[config.mk]
export PLATFORM = sky130hd
export DESIGN_NAME = mac_operand_feeder_flat
export DESIGN_NICKNAME = d
export VERILOG_FILES = /design/src/rtl/mac_operand_feeder_pkg.sv /design/src/rtl/mac_operand_feeder_if.sv /design/src/rtl/mac_operand_feeder_fifo.sv /design/src/rtl/mac_operand_feeder.sv /design/src/flat_wrapper.sv
export SDC_FILE = /design/constraint.sdc
export NUM_CORES = 1
export LEC_CHECK = 0
export ABC_AREA = 0
export CORE_ASPECT_RATIO = 0.9
export CORE_MARGIN = 2
export CORE_UTILIZATION = 30
export CTS_BUF_LIST = sky130_fd_sc_hd__clkbuf_16
export DETAILED_ROUTE_END_ITERATION = 7
export GPL_TIMING_DRIVEN = 0
export PLACE_DENSITY = 0.48
export SLEW_MARGIN = 30
export SYNTH_ARGS = -nofsm -noshare
export SYNTH_HDL_FRONTEND = slang
export SYNTH_SLANG_ARGS = --single-unit
[constraint.sdc]
create_clock -name clk -period 2 [get_ports clk]
set_input_delay 0.4 -clock clk [delete_from_list [all_inputs] [get_ports clk]]
set_output_delay 0.4 -clock clk [all_outputs]
set_load 0.02 [all_outputs]
[src/rtl/mac_operand_feeder_pkg.sv]
// Shared definitions for the MAC operand feeder: the feeder state encoding,
// the default operand width used across the MAC array, and a small sizing helper.
package mac_operand_feeder_pkg;

  // Operand width of the downstream MAC cell; the feeder defaults to it.
  localparam int MAC_DATA_W = 32;

  typedef enum logic [1:0] {
    IDLE   = 2'd0,
    FEED   = 2'd1,
    FINISH = 2'd2,
    DRAIN  = 2'd3
  } feeder_state_t;

  // Bits needed for a counter that must hold 0..max_val (at least one bit).
  function automatic int cnt_width(input int max_val);
    return (max_val < 2) ? 1 : $clog2(max_val + 1);
  endfunction

endpackage

[src/rtl/mac_operand_feeder_if.sv]
// Handshake bundle between the edge buffers, the operand feeder and the MAC cell.
// The slave modport is the feeder's view; the master modport is everything around it.
interface mac_operand_feeder_if
  import mac_operand_feeder_pkg::*;
#(
  parameter int DATA_W = MAC_DATA_W
);

  logic [DATA_W-1:0] s_a_data;
  logic              s_a_valid;
  logic              s_a_ready;
  logic [DATA_W-1:0] s_b_data;
  logic              s_b_valid;
  logic              s_b_ready;

  logic [DATA_W-1:0] A_out;
  logic [DATA_W-1:0] B_out;
  logic              A_waiting;
  logic              B_waiting;
  logic              A_finished;
  logic              B_finished;
  logic              A_ready;
  logic              B_ready;

  modport slave (
    input  s_a_data, s_a_valid, s_b_data, s_b_valid, A_ready, B_ready,
    output s_a_ready, s_b_ready, A_out, B_out,
           A_waiting, B_waiting, A_finished, B_finished
  );

  modport master (
    output s_a_data, s_a_valid, s_b_data, s_b_valid, A_ready, B_ready,
    input  s_a_ready, s_b_ready, A_out, B_out,
           A_waiting, B_waiting, A_finished, B_finished
  );

endinterface

[src/rtl/mac_operand_feeder_fifo.sv]
// Small operand FIFO for one stream. Pointers carry one extra wrap bit so full and
// empty come from a plain compare. push_ready is a registered copy of !full, so a
// full FIFO refuses a push even when a pop happens in the same cycle.
module mac_operand_feeder_fifo
  import mac_operand_feeder_pkg::*;
#(
  parameter int DATA_W = MAC_DATA_W,
  parameter int DEPTH  = 4
) (
  input  logic              clk,
  input  logic              rst,
  input  logic [DATA_W-1:0] push_data,
  input  logic              push_valid,
  output logic              push_ready,
  input  logic              pop,
  output logic [DATA_W-1:0] head,
  output logic              empty,
  output logic              full
);

  localparam int AW = $clog2(DEPTH);
  localparam int PW = AW + 1;

  logic [PW-1:0]     wr_ptr_q, wr_ptr_d;
  logic [PW-1:0]     rd_ptr_q, rd_ptr_d;
  logic              ready_q, ready_d;
  logic [DATA_W-1:0] mem_q [DEPTH];
  logic [DATA_W-1:0] mem_d [DEPTH];
  logic              do_push;
  logic              do_pop;

  assign empty      = (wr_ptr_q == rd_ptr_q);
  assign full       = (wr_ptr_q[AW] != rd_ptr_q[AW]) &&
                      (wr_ptr_q[AW-1:0] == rd_ptr_q[AW-1:0]);
  assign head       = mem_q[rd_ptr_q[AW-1:0]];
  assign push_ready = ready_q;
  assign do_push    = push_valid && ready_q;
  assign do_pop     = pop && !empty;

  // Next pointers, storage write, and the next-cycle ready from the updated occupancy.
  always_comb begin
    mem_d    = mem_q;
    wr_ptr_d = wr_ptr_q;
    rd_ptr_d = rd_ptr_q;
    if (do_push) begin
      mem_d[wr_ptr_q[AW-1:0]] = push_data;
      wr_ptr_d                = wr_ptr_q + PW'(1);
    end
    if (do_pop) begin
      rd_ptr_d = rd_ptr_q + PW'(1);
    end
    ready_d = !((wr_ptr_d[AW] != rd_ptr_d[AW]) &&
                (wr_ptr_d[AW-1:0] == rd_ptr_d[AW-1:0]));
  end

  // Pointer and ready registers; ready stays low while reset is asserted.
  always_ff @(posedge clk) begin
    if (!rst) begin
      wr_ptr_q <= '0;
      rd_ptr_q <= '0;
      ready_q  <= 1'b0;
    end else begin
      wr_ptr_q <= wr_ptr_d;
      rd_ptr_q <= rd_ptr_d;
      ready_q  <= ready_d;
    end
  end

  // Storage needs no reset: it is only read through the pointers, which are reset.
  always_ff @(posedge clk) begin
    mem_q <= mem_d;
  end

endmodule

[src/rtl/mac_operand_feeder.sv]
// Per-MAC operand sequencer: buffers the A and B streams, presents matched pairs to
// the MAC with waiting/ready, and raises finished for FIN_HOLD cycles after every
// K consumed pairs, followed by one quiet cycle before the next dot product.
// Optional build macro FEEDER_ZERO_SKIP_EN: pairs with a zero operand are popped
// internally without being presented, but still count toward K.
module mac_operand_feeder
  import mac_operand_feeder_pkg::*;
#(
  parameter int DATA_W   = MAC_DATA_W,
  parameter int K        = 8,
  parameter int DEPTH    = 4,
  parameter int FIN_HOLD = 2
) (
  input  logic                     clk,
  input  logic                     rst,
  mac_operand_feeder_if.slave      bus,
  output logic [$clog2(K+1)-1:0]   elem_cnt,
  output logic                     busy
);

  localparam int CNT_W = $clog2(K + 1);
  localparam int FIN_W = cnt_width(FIN_HOLD - 1);
  localparam logic [CNT_W-1:0] LAST_ELEM = CNT_W'(K - 1);
  localparam logic [FIN_W-1:0] FIN_LAST  = FIN_W'(FIN_HOLD - 1);

  feeder_state_t     state_q, state_d;
  logic [CNT_W-1:0]  elem_cnt_q, elem_cnt_d;
  logic [FIN_W-1:0]  fin_cnt_q, fin_cnt_d;

  logic [DATA_W-1:0] head_a, head_b;
  logic              a_empty, b_empty, a_full, b_full;
  logic              a_push, b_push;
  logic              pair_avail, zero_pair;
  logic              waiting, finished, pop;

  mac_operand_feeder_fifo #(.DATA_W(DATA_W), .DEPTH(DEPTH)) u_fifo_a (
    .clk        (clk),
    .rst        (rst),
    .push_data  (bus.s_a_data),
    .push_valid (bus.s_a_valid),
    .push_ready (bus.s_a_ready),
    .pop        (pop),
    .head       (head_a),
    .empty      (a_empty),
    .full       (a_full)
  );

  mac_operand_feeder_fifo #(.DATA_W(DATA_W), .DEPTH(DEPTH)) u_fifo_b (
    .clk        (clk),
    .rst        (rst),
    .push_data  (bus.s_b_data),
    .push_valid (bus.s_b_valid),
    .push_ready (bus.s_b_ready),
    .pop        (pop),
    .head       (head_b),
    .empty      (b_empty),
    .full       (b_full)
  );

  assign a_push     = bus.s_a_valid && bus.s_a_ready && !a_full;
  assign b_push     = bus.s_b_valid && bus.s_b_ready && !b_full;
  assign pair_avail = !a_empty && !b_empty;

  // Zero-operand detection on the head pair (constant low unless zero-skip is built in).
`ifdef FEEDER_ZERO_SKIP_EN
  assign zero_pair = pair_avail && ((head_a == '0) || (head_b == '0));
`else
  assign zero_pair = 1'b0;
`endif

  // Sequencing: present pairs in FEED, count consumes, hold finished, then one quiet cycle.
  always_comb begin
    state_d    = state_q;
    elem_cnt_d = elem_cnt_q;
    fin_cnt_d  = fin_cnt_q;
    waiting    = 1'b0;
    finished   = 1'b0;
    pop        = 1'b0;
    case (state_q)
      IDLE: begin
        if (a_push || b_push || !a_empty || !b_empty) begin
          state_d = FEED;
        end
      end
      FEED: begin
        if (pair_avail) begin
          if (zero_pair) begin
            pop = 1'b1;
          end else begin
            waiting = 1'b1;
            pop     = bus.A_ready && bus.B_ready;
          end
        end
        if (pop) begin
          if (elem_cnt_q == LAST_ELEM) begin
            elem_cnt_d = '0;
            fin_cnt_d  = '0;
            state_d    = FINISH;
          end else begin
            elem_cnt_d = elem_cnt_q + CNT_W'(1);
          end
        end
      end
      FINISH: begin
        finished = 1'b1;
        if (fin_cnt_q == FIN_LAST) begin
          state_d = DRAIN;
        end else begin
          fin_cnt_d = fin_cnt_q + FIN_W'(1);
        end
      end
      DRAIN: begin
        // Anything buffered sends us back to FEED; a lone operand would bounce
        // through IDLE straight back to FEED anyway.
        if (a_push || b_push || !a_empty || !b_empty) begin
          state_d = FEED;
        end else begin
          state_d = IDLE;
        end
      end
      default: state_d = IDLE;
    endcase
  end

  // State, element and finished-hold registers; reset discards any partial product.
  always_ff @(posedge clk) begin
    if (!rst) begin
      state_q    <= IDLE;
      elem_cnt_q <= '0;
      fin_cnt_q  <= '0;
    end else begin
      state_q    <= state_d;
      elem_cnt_q <= elem_cnt_d;
      fin_cnt_q  <= fin_cnt_d;
    end
  end

  assign bus.A_waiting  = waiting;
  assign bus.B_waiting  = waiting;
  assign bus.A_finished = finished;
  assign bus.B_finished = finished;
  assign bus.A_out      = waiting ? head_a : '0;
  assign bus.B_out      = waiting ? head_b : '0;
  assign elem_cnt       = elem_cnt_q;
  assign busy           = (state_q != IDLE);

endmodule
[src/flat_wrapper.sv]
// flat-port wrapper written by rule: the top's interface ports become plain ports
module mac_operand_feeder_flat import mac_operand_feeder_pkg::*;
#(
  parameter int DATA_W   = MAC_DATA_W,
  parameter int K        = 8,
  parameter int DEPTH    = 4,
  parameter int FIN_HOLD = 2
)
  (clk, rst, elem_cnt, busy, bus_s_a_data, bus_s_a_valid, bus_s_b_data, bus_s_b_valid, bus_A_ready, bus_B_ready, bus_s_a_ready, bus_s_b_ready, bus_A_out, bus_B_out, bus_A_waiting, bus_B_waiting, bus_A_finished, bus_B_finished);
  mac_operand_feeder_if #(.DATA_W(DATA_W)) bus_i ();
  input  logic clk;
  input  logic rst;
  output logic [$clog2(K+1)-1:0] elem_cnt;
  output logic busy;
  input wire logic [$bits(bus_i.s_a_data)-1:0] bus_s_a_data;
  input wire logic [$bits(bus_i.s_a_valid)-1:0] bus_s_a_valid;
  input wire logic [$bits(bus_i.s_b_data)-1:0] bus_s_b_data;
  input wire logic [$bits(bus_i.s_b_valid)-1:0] bus_s_b_valid;
  input wire logic [$bits(bus_i.A_ready)-1:0] bus_A_ready;
  input wire logic [$bits(bus_i.B_ready)-1:0] bus_B_ready;
  output wire logic [$bits(bus_i.s_a_ready)-1:0] bus_s_a_ready;
  output wire logic [$bits(bus_i.s_b_ready)-1:0] bus_s_b_ready;
  output wire logic [$bits(bus_i.A_out)-1:0] bus_A_out;
  output wire logic [$bits(bus_i.B_out)-1:0] bus_B_out;
  output wire logic [$bits(bus_i.A_waiting)-1:0] bus_A_waiting;
  output wire logic [$bits(bus_i.B_waiting)-1:0] bus_B_waiting;
  output wire logic [$bits(bus_i.A_finished)-1:0] bus_A_finished;
  output wire logic [$bits(bus_i.B_finished)-1:0] bus_B_finished;
  assign bus_i.s_a_data = bus_s_a_data;
  assign bus_i.s_a_valid = bus_s_a_valid;
  assign bus_i.s_b_data = bus_s_b_data;
  assign bus_i.s_b_valid = bus_s_b_valid;
  assign bus_i.A_ready = bus_A_ready;
  assign bus_i.B_ready = bus_B_ready;
  assign bus_s_a_ready = bus_i.s_a_ready;
  assign bus_s_b_ready = bus_i.s_b_ready;
  assign bus_A_out = bus_i.A_out;
  assign bus_B_out = bus_i.B_out;
  assign bus_A_waiting = bus_i.A_waiting;
  assign bus_B_waiting = bus_i.B_waiting;
  assign bus_A_finished = bus_i.A_finished;
  assign bus_B_finished = bus_i.B_finished;
  mac_operand_feeder #(.DATA_W(DATA_W), .K(K), .DEPTH(DEPTH), .FIN_HOLD(FIN_HOLD)) u_core (.clk(clk), .rst(rst), .bus(bus_i), .elem_cnt(elem_cnt), .busy(busy));
endmodule
==> summary.txt <==
Synth
  – Yosys top cell area share: 69.16%
  – Main synth FF type: edfxtp_1
  – Adder-cell area share of the yosys netlist: 1.801%
  – Syn Nets: 652
  – Synthesized flop and latch total: 277
  – Synth Area per Inst: 19.64 um^2
  – Count leader, synth: edfxtp_1
  – Leading area contributor after synthesis: edfxtp_1
  – Register area share after synthesis: 72.94%
  – Synth Area in Compound Gates: 1.475%
  – Post-synthesis xor/xnor area fraction: 1.835%
  – Post-synth EDFFs: 256
  – YS warnings: 0
  – Post-synth top cells: 256 x edfxtp_1, 75 x and3_1, 64 x mux4_2, 21 x clkbuf_1, 21 x dfxtp_1
  – Asr flop ratio synth: 0%
  – Post-Syn Instances: 566
  – Ranking of synthesized cells by area: edfxtp_1 69%, mux4_2 13%, and3_1 4.2%
  – Synthesized area: 11120 um^2
  – Post-synthesis mux area share: 13.63%
  – Simple-Gate Fraction of Synth Area: 6.348%
  – Largest family of logic cells by synthesized area: multiplexers
  – Post-synth cell types: 45

Worst hold path
  – WHS Endpoint: u_core.u_fifo_a.mem_q[52]$_DFFE_PP_
  – Hold Crit Start: bus_s_a_data[20]
  – Hold Crit Class: primary input to register
  – Hold depth: 1

Finish
  – Nets: 871
  – Core Util, Final: 42.76%
  – Share of cells above drive strength 1: 44.87%
  – Area Growth Syn to Fin: 39.77%
  – Final Instance Area: 15540 um^2
  – Non-filler cells in the finished layout: 1287

STA
  – Hold Fails Final Rpt: 0
  – Final critical-path share of the clock period: 131.3%
  – RSZ-0062 raised after global routing: true
  – Slew margin rel.: 64.21%
  – Min Tclk post-route: 2.626 ns
  – Setup-failing EPs final: 66
  – Worst slew pin tran: 0.5339 ns
  – Worst-case clock skew: 0.02972 ns
  – Worst Setup Slack, final: -0.6264 ns
  – Fmax: 380.8 MHz
  – Final number of max-transition violations: 0

Die
  – Rows: 66
  – Initial core utilization: 30.59%
  – Die H: 186.6 um
  – IO Count: 145
  – Die area: 38610 um^2
  – Die width: 206.9 um
  – Total core area: 36330 um^2

Critical path
  – Critical path type: register to primary output
  – WP data required: 1.60 ns
  – CP max stage cell: dfxtp_2
  – Crit path buf inv count: 5
  – Largest fanout on the critical path: 5
  – Crit path max-delay family: buffers and inverters
  – Crit-path max cell delay: 0.32 ns
  – Most used cell, CP: buf_6
  – Critical Path End Type: primary output
  – Startpoint types: register
  – Worst r2r src: u_core.u_fifo_a.rd_ptr_q[0]$_SDFF_PN0_
  – R2R cell count: 7
  – Worst-path cell chain: buf_6 -> xnor2_4 -> and3b_2 -> nor2_4 -> buf_6 -> buf_8 -> clkbuf_16 -> and3_4 -> buf_6
  – Reg2reg setup slack: 0.07 ns
  – Worst EP arrival: 2.23 ns
  – R2r endpoint: u_core.elem_cnt[3]$_SDFFE_PN0N_

Detailed routing
  – Routed vias: 6046
  – DR WL/cell: 20.97 um
  – DR iter-0 viols: 255
  – Met2 WL post-DR: 13.16 mm
  – First-pass detailed-route iteration total: 5
  – ANT nets after route: 0
  – Max Used Layer: met5
  – Via density: 4.698
  – Metal-1 WL: 11.68 mm
  – Met3 WL: 1.703 mm
  – DRC viols: 0
  – DRT Wirelength: 26.98 mm

Power
  – Static Leak: 5.305 nW
  – Pwr Total: 13.91 mW
  – Max IR drop VDD: 0.6127 mV
  – PD cells: 895.6 nW/um^2

Clocking
  – CTS sink cnt: 277
  – Worst-Skew Late Latency: 0.57 ns
  – CTS tree: built
  – Clock Pin Slew Worst Setup and Hold Paths: 0.06 ns
  – Num CTS Buffers: 30
  – Htree depth: 1
  – Clk root buf: clkbuf_16
  – Clk buf depth: 3

Global route
  – Initial antenna violation count: 3
  – Congestion Overflow GR: 0
  – Largest net degree at the start of global routing: 35
  – Total GRT Usage: 13.80%
  – First-pass GRT wire length: 40.01 mm
  – Vias in the first global route: 6553

Placed design
  – Routability cong.: 0.7611
  – HPWL Detailed: 16.73 mm
  – Port Buffers: 144
  – Placed inst area: 13520 um^2
  – Cells after DPL: 1192

Run status
  – Outcome: complete, but fails checks
  – Failing checks: negative setup slack

Run
  – Max-cap violation count: 0
how the worst max path moves through the flow:
stage | startpoint | to | slack (ns) | cells past startpoint
after floorplan | u_core.u_fifo_b.rd_ptr_q[0]$_SDFF_PN0_ | bus_B_out[7] | 0.002 | 8
after global placement | u_core.state_q[1]$_SDFFE_PN0P_ | bus_A_out[28] | -1.33 | 6
after detailed placement | u_core.state_q[1]$_SDFFE_PN0P_ | bus_A_out[28] | -1.37 | 6
after CTS | u_core.u_fifo_a.rd_ptr_q[0]$_SDFF_PN0_ | bus_A_out[31] | -0.83 | 10
after global routing | u_core.u_fifo_a.rd_ptr_q[0]$_SDFF_PN0_ | bus_A_out[28] | -0.74 | 8
final | u_core.u_fifo_a.rd_ptr_q[1]$_SDFF_PN0_ | bus_A_out[28] | -0.63 | 9
sequential cells by signal (all words and copies together), names as in the netlist:
name and flops:
u_core.u_fifo_a.mem_q 128, u_core.u_fifo_b.mem_q 128, u_core.elem_cnt 4, u_core.u_fifo_a.rd_ptr_q 3, u_core.u_fifo_a.wr_ptr_q 3, u_core.u_fifo_b.rd_ptr_q 3
u_core.u_fifo_b.wr_ptr_q 3, u_core.state_q 2, u_core.fin_cnt_q 1, u_core.u_fifo_a.push_ready 1, u_core.u_fifo_b.push_ready 1
per-stage QoR:
step           worst slack (ns)  hold WS [ns]  setup TNS (ns)
3_3_place_gp             -1.333        0.4725         -262.94
3_5_place_dp             -1.371        0.4833          -83.53
4_1_cts                 -0.8311        0.4261          -52.39
2_1_floorplan          0.002045        0.4542               0
6_report                -0.6264        0.4606          -37.48
5_1_grt                 -0.7419        0.4445          -44.93
repair_timing:
action                                  4_1_cts  5_1_grt
endpoints found under the hold margin         0        0
endpoints found under the setup margin       79       79
gates resized for setup                     473      100
pin swaps                                     5        9
cloned                                        8        2
setup buffers                                13       21
hold buffers                                  0        0
power by group:
| group | internal, mW | total (mW) | switching, mW | leakage (nW) |
|---|---|---|---|---|
| clock network | 3.61 | 5.79 | 2.19 | 0.541 |
| registers | 6.49 | 6.56 | 0.0756 | 2.50 |
| logic | 0.706 | 1.56 | 0.854 | 2.26 |
| total | 10.8 | 13.9 | 3.12 | 5.30 |
cell usage in the layout, fill, tap and decap left out, types with 2 or more instances in the layout:
master	instances
diode_2	2
buf_4	30
nor2_1	11
dfxtp_4	5
xnor2_2	2
xnor2_4	3
o21a_1	3
and3_2	12
nand3_1	5
nand3b_1	3
buf_12	8
inv_1	13
clkdlybuf4s50_1	69
edfxtp_1	256
and3_1	2
clkinv_2	3
bufinv_16	7
clkbuf_2	3
mux4_2	65
inv_2	2
buf_6	76
buf_2	2
dfxtp_2	7
buf_8	9
clkbuf_16	38
o21ai_0	2
dfxtp_1	9
and3_4	62
ha_4	2
clkbuf_4	8
dlygate4sd2_1	6
ha_1	13
xnor2_1	12
nand2_1	10
a21oi_1	8
clkinv_1	8
per-layer routing:
metal,up-vias,global-route usage (%)
met5,-,0
met4,2,2.510
met3,32,3.545
met2,158,22.88
met1,3110,18.41
li1,2744,-
logic make-up (layout without fill, tap and decap cells):
| group | Yosys count | in the layout |
|---|---|---|
| other cells | 0 | 2 |
| simple gates | 118 | 119 |
| fa+ha+maj | 16 | 16 |
| compound gates | 22 | 22 |
| flops | 277 | 277 |
| mux | 68 | 68 |
| buf+inv | 45 | 287 |
| xor+xnor | 20 | 20 |
area by class of cell:
cell class / instances / area [um^2]
plain buffers: 30 / 369.1
repair buffers: 192 / 2078
multi-input cells: 245 / 3268
fillers: 3250 / 20800
diodes: 2 / 5.005
clock inverters: 26 / 297.8
clock buffers: 30 / 750.7
inverters: 9 / 36.28
flip-flops and latches: 277 / 8135
well taps: 476 / 595.6
(Power assumes the default switching activity.)
